## src/rtl/lifo_ctrl_pkg.sv

```systemverilog
// rtl/lifo_ctrl_pkg.sv - shared types for the two-port LIFO controller
package lifo_ctrl_pkg;

  typedef enum logic [1:0] {
    S_IDLE = 2'd0,
    S_EXEC = 2'd1,
    S_RESP = 2'd2
  } state_t;

  localparam logic OP_PUSH = 1'b0;
  localparam logic OP_POP  = 1'b1;

endpackage

```

## src/rtl/stack_mem_array.sv

```systemverilog
// rtl/stack_mem_array.sv - stack storage, one write port and one registered read port
module stack_mem_array #(
  parameter int DATA_W = 8,
  parameter int DEPTH  = 256,
  parameter int ADDR_W = $clog2(DEPTH)
) (
  input  logic              clk,
  input  logic              we,
  input  logic [ADDR_W-1:0] waddr,
  input  logic [DATA_W-1:0] wdata,
  input  logic              re,
  input  logic [ADDR_W-1:0] raddr,
  output logic [DATA_W-1:0] rdata
);

  logic [DATA_W-1:0] mem [DEPTH];

  // No reset: contents survive rst_n so the array can map onto plain RAM.
  always_ff @(posedge clk) begin
    if (we) begin
      mem[waddr] <= wdata;
    end
    if (re) begin
      rdata <= mem[raddr];
    end
  end

endmodule

```

## src/rtl/lifo_port_arbiter.sv

```systemverilog
// rtl/lifo_port_arbiter.sv - round-robin two-port front end for a shared LIFO stack
// Each op runs IDLE -> EXEC -> RESP; guarded ops skip EXEC and report err.
module lifo_port_arbiter
  import lifo_ctrl_pkg::*;
#(
  parameter int DATA_W = 8,
  parameter int DEPTH  = 256,
  parameter int ADDR_W = $clog2(DEPTH)
) (
  input  logic              clk,
  input  logic              rst_n,
  input  logic [1:0]        req,
  input  logic [1:0]        op,
  input  logic [DATA_W-1:0] wdata0,
  input  logic [DATA_W-1:0] wdata1,
  output logic [1:0]        done,
  output logic [1:0]        err,
  output logic [DATA_W-1:0] rdata,
  output logic [ADDR_W:0]   count,
  output logic              empty,
  output logic              full,
  output logic              busy
);

  localparam logic [ADDR_W:0] SP_FULL = (ADDR_W+1)'(DEPTH);

  state_t            state;
  state_t            state_nxt;
  logic [ADDR_W:0]   sp;
  logic              last_gnt;
  logic              gnt_id;
  logic              op_q;
  logic              err_q;
  logic [DATA_W-1:0] wdata_q;

  logic [1:0]        elig;
  logic              grant_any;
  logic              grant_id;
  logic              grant_op;
  logic              grant_err;

  logic              mem_we;
  logic              mem_re;
  logic [ADDR_W-1:0] mem_waddr;
  logic [ADDR_W-1:0] mem_raddr;
  logic [DATA_W-1:0] mem_rdata;

  assign count = sp;
  assign empty = (sp == '0);
  assign full  = (sp == SP_FULL);

  // A port whose done is still showing is not eligible, so it cannot be re-granted that cycle.
  always_comb begin
    elig      = req & ~done;
    grant_any = |elig;
    grant_id  = (elig == 2'b11) ? ~last_gnt : elig[1];
    grant_op  = grant_id ? op[1] : op[0];
    grant_err = (grant_op == OP_PUSH) ? full : empty;
  end

  always_ff @(posedge clk or negedge rst_n) begin
    if (!rst_n) begin
      state <= S_IDLE;
    end else begin
      state <= state_nxt;
    end
  end

  always_comb begin
    state_nxt = state;
    case (state)
      S_IDLE: begin
        if (grant_any) begin
          state_nxt = grant_err ? S_RESP : S_EXEC;
        end
      end
      S_EXEC:  state_nxt = S_RESP;
      S_RESP:  state_nxt = S_IDLE;
      default: state_nxt = S_IDLE;
    endcase
  end

  always_comb begin
    mem_we    = (state == S_EXEC) && (op_q == OP_PUSH);
    mem_re    = (state == S_EXEC) && (op_q == OP_POP);
    mem_waddr = sp[ADDR_W-1:0];
    mem_raddr = sp[ADDR_W-1:0] - 1'b1;
    busy      = (state != S_IDLE);
  end

  always_ff @(posedge clk or negedge rst_n) begin
    if (!rst_n) begin
      sp       <= '0;
      last_gnt <= 1'b1;
      gnt_id   <= 1'b0;
      op_q     <= OP_PUSH;
      err_q    <= 1'b0;
      wdata_q  <= '0;
      done     <= 2'b00;
      err      <= 2'b00;
      rdata    <= '0;
    end else begin
      done <= 2'b00;
      err  <= 2'b00;
      case (state)
        S_IDLE: begin
          if (grant_any) begin
            gnt_id   <= grant_id;
            op_q     <= grant_op;
            wdata_q  <= grant_id ? wdata1 : wdata0;
            last_gnt <= grant_id;
            err_q    <= grant_err;
          end
        end
        S_EXEC: begin
          sp <= (op_q == OP_PUSH) ? sp + 1'b1 : sp - 1'b1;
        end
        S_RESP: begin
          if ((op_q == OP_POP) && !err_q) begin
            rdata <= mem_rdata;
          end
          done[gnt_id] <= 1'b1;
          err[gnt_id]  <= err_q;
        end
        default: ;
      endcase
    end
  end

  stack_mem_array #(
    .DATA_W(DATA_W),
    .DEPTH (DEPTH),
    .ADDR_W(ADDR_W)
  ) u_mem (
    .clk  (clk),
    .we   (mem_we),
    .waddr(mem_waddr),
    .wdata(wdata_q),
    .re   (mem_re),
    .raddr(mem_raddr),
    .rdata(mem_rdata)
  );

endmodule

```

## config.mk

```make
export PLATFORM = sky130hd
export DESIGN_NAME = lifo_port_arbiter
export DESIGN_NICKNAME = d
export VERILOG_FILES = /design/src/rtl/lifo_ctrl_pkg.sv /design/src/rtl/stack_mem_array.sv /design/src/rtl/lifo_port_arbiter.sv
export SDC_FILE = /design/constraint.sdc
export NUM_CORES = 2
export LEC_CHECK = 0
export ABC_AREA = 1
export CORE_MARGIN = 2
export CORE_UTILIZATION = 45
export CTS_CLUSTER_SIZE = 12
export DETAILED_ROUTE_END_ITERATION = 10
export PLACE_DENSITY = 0.6
export SLEW_MARGIN = 20
export SYNTH_ARGS = -nofsm -noshare
export SYNTH_HDL_FRONTEND = slang
export SYNTH_HIERARCHICAL = 1
export SYNTH_SLANG_ARGS = --single-unit
```

## constraint.sdc

```tcl
create_clock -name clk -period 4.8 [get_ports clk]
set_input_delay 0.96 -clock clk [delete_from_list [all_inputs] [get_ports clk]]
set_output_delay 0.96 -clock clk [all_outputs]
set_load 0.005 [all_outputs]
```

==> impl_results.md <==
- Gr usage total: between 20% and 30%
- Met2 WL: 113000 um
- Initial Util: 45.1%
- R2R depth: 14
- DR top layer: met5
- Clock Latency Late Sink: 870 ps
- Worst hold stages: 1
- Syn_area_per_cell: 11.8 sq um
- Fin crit share: between 80% and 90%
- Clk pwr share: 21.7%
- Fraction of layout instances using a drive strength above 1: a little under 6%
- Worst EP required: 5410 ps
- Setup_tns: 0 ps
- Vias per cell: 5.71
- Synthesized area: around 0.086 sq mm
- Status: complete, no violations
- Max Cap Viol: 0
- Critical path arrival: 4780 ps
- Final Max Tran Viols: 0
- Core Box Area: 0.190 sq mm
- Library cells used by synthesis: 32
- Hold_buf cts: 0
- Met1 Routed Length: 98300 um
- Setup slack, reg-to-reg: 620 ps
- R2R Path End: u_mem/rdata[7]
- Max-slew headroom: 20.4%
- Largest net degree at the start of global routing: 204
- H-tree levels: 4
- Design Area, Final: about 0.095 sq mm
- Initial DRC Count: 7130
- Antenna violations before repair: 6
- IO Count: 46
- Power density over cell area: 743 mW/mm^2
- Number of synthesized register bits: between 2000 and 2500
- # DRC: 0
- First-pass GRT wire length: 354000 um
- Leading cell type in the layout, fill and taps excluded: nand2_1
- Area post-placement: 0.0883 sq mm
- Crit path kind: reg2reg
- WL/cell: 24.2 um
- Final Hold Fails: 0
- Sequential Power Share: 34.0%
- Setup Buffers After CTS: 0
- Overflow after GRT: 0
- Critical R2R Launch: count[0]
- NetSw: between 30 and 40 mW
- Hpwl dp: roughly 130000 um
- Fmax: 0.239 GHz
- Die H: 440 um
- Syn Inst Count: 7258
- RSZ-0062 raised after global routing: false
- Seq/Total Area, Yosys: between 70 and 80%
- Worst-case clock buffer depth: 3
- I/O Buffers: 45
- Worst hold path type: reg2reg
- CTS tree: built
- IR drop worst, VDD: 1080 uV
- CTS sink cnt: 2091
- Gpl congestion: 0.856
- DR vias: 56103
- Worst Skew: 67.0 ps
- Area leader, netlist: edfxtp_1
- Row count: 160
- Die footprint: 0.194 sq mm
- Worst-Margin Slew: 1190 ps
- Final-report setup violation count: 0
- Most frequent cells in the layout: nand2_1 (2184), edfxtp_1 (2056), nand3_1 (2034)
- Sw frac: 44.0%
- Die Wd: 440 um
- Worst-path clk slew: 60 ps
- WL met3: roughly 18000 um
- Worst Hold Launch: gnt_id
- Leak: 32.6 nW
- Startpoint Class: flip-flop
- Critical Path Sink Type: flip-flop
- Drt total wl: 237000 um
- PostCTS Resize Cnt: 0
- Gate power share: 44.4%
- Hold endpoint: done[0]
- Area growth syn-to-layout: 10.6%
- Number of global-route vias before repair: 53902
- Drt pass-1 iters: 6
- Area share of the largest cell type after synthesis: 72.2%
- Syn nets: 7289
- Crit Path Max Fanout: just under 70
- Yosys warns: 6
- Antenna viol nets, final: 0
- CTS Buf Count: 212
- CTS Root Cell: clkbuf_16
- Top cells by area, synth: edfxtp_1 (72%), nand3_1 (12%), nand2_1 (9.6%), buf_2 (1.6%), nor2_1 (1.3%)
- Post-layout min period: roughly 4200 ps
- Net count reported at finish: 7180
- Internal: 39.4 mW
## final cells by class
cell class / instances / area (sq um)
repair buffers: 164 / 1930
well taps: 2511 / 3140
clock inverters: 83 / 677
multi-input cells: 4599 / 20200
fillers: 16473 / 95000
clock buffers: 292 / 5620
inverters: 81 / 353
diodes: 2 / 5.00
flip-flops and latches: 2091 / 62600
## worst max path at each step
stage | slack (ps) | endpoint | depth (start not counted) | from
after floorplan | 810 | u_mem/mem[0][0] | 0 | wdata_q[0]
after global placement | 690 | u_mem/rdata[3] | 14 | count[0]
after detailed placement | 680 | u_mem/rdata[7] | 14 | count[0]
after CTS | 680 | u_mem/rdata[7] | 14 | count[0]
after global routing | 510 | u_mem/rdata[7] | 14 | count[0]
final | 620 | u_mem/rdata[7] | 14 | count[0]
## critical path, cell delays in order, from the launching register on
cell     delay, ps
dfrtp_1        580
inv_8          130
ha_1           400
inv_8          170
inv_8          430
buf_4          510
nand3_1        130
nand3_1        190
nand3_1        140
nand3_1        100
nand3_1        180
nand3_1        320
nand2_1        110
nand2_1        280
nand2_1        100
## stage by stage
| stage | std cells | setup WS, ps | hold slack [ps] | power [mW] | utilization [%] |
|---|---|---|---|---|---|
| final | 9823 | 625 | 465 | 70.3 | 49.9 |
| after global routing | 9822 | 508 | 498 | 73.7 | 49.9 |
| after CTS | 9821 | 682 | 463 | 70.4 | 49.9 |
| after detailed placement | 9446 | 684 | 456 | 55.2 | 46.6 |
| after global placement | 9446 | 693 | 440 | 55.1 | 46.6 |
| after floorplan | 7258 | 813 | 427 | 43.4 | - |
## registers in the layout (all words and copies together) (netlist names)
register / flops
count: 9
done: 2
err: 2
err_q: 1
gnt_id: 1
last_gnt: 1
op_q: 1
rdata: 8
state: 2
u_mem/mem: 2048
u_mem/rdata: 8
wdata_q: 8
## synthesized netlist by cell type (all sizes together)
master and n:
o21ai 7, nand2 2195, nor2 308, a21oi 20, dfrtp 34, clkinv 1, ha 8, clkbuf 113
xor2 6, fa 1, mux2 8, dfstp 1, nor3 3, buf 374, nand3 2036, inv 80
nand4 3, xnor2 3, nand3b 1, edfxtp 2056
## power groups by stage
stage,Sequential [mW],Clock (mW),Combinational (mW)
after floorplan,25.4,0,18.1
after global placement,24.2,0,30.9
after detailed placement,24.2,0,31.0
after CTS,23.9,15.5,31.0
after global routing,23.9,16.2,33.7
final,23.9,15.2,31.2
## kinds of logic after synthesis
| logic type | share of synthesized area (%) |
|---|---|
| AOI/OAI and AO/OA | 0.158 |
| xor gates and xnor gates | 0.0922 |
| adders and majority gates | 0.140 |
| buffers and inverters | 3.27 |
| DFF | 73.2 |
| muxes | 0.140 |
| and+or+nand+nor | 23.0 |
## layer usage
metal,track usage (%),up-vias
li1,-,25443
met1,33.9,27902
met2,38.9,2345
met3,4.03,409
met4,8.51,4
met5,0,-
Note: power is estimated with default switching activity, not from simulation.
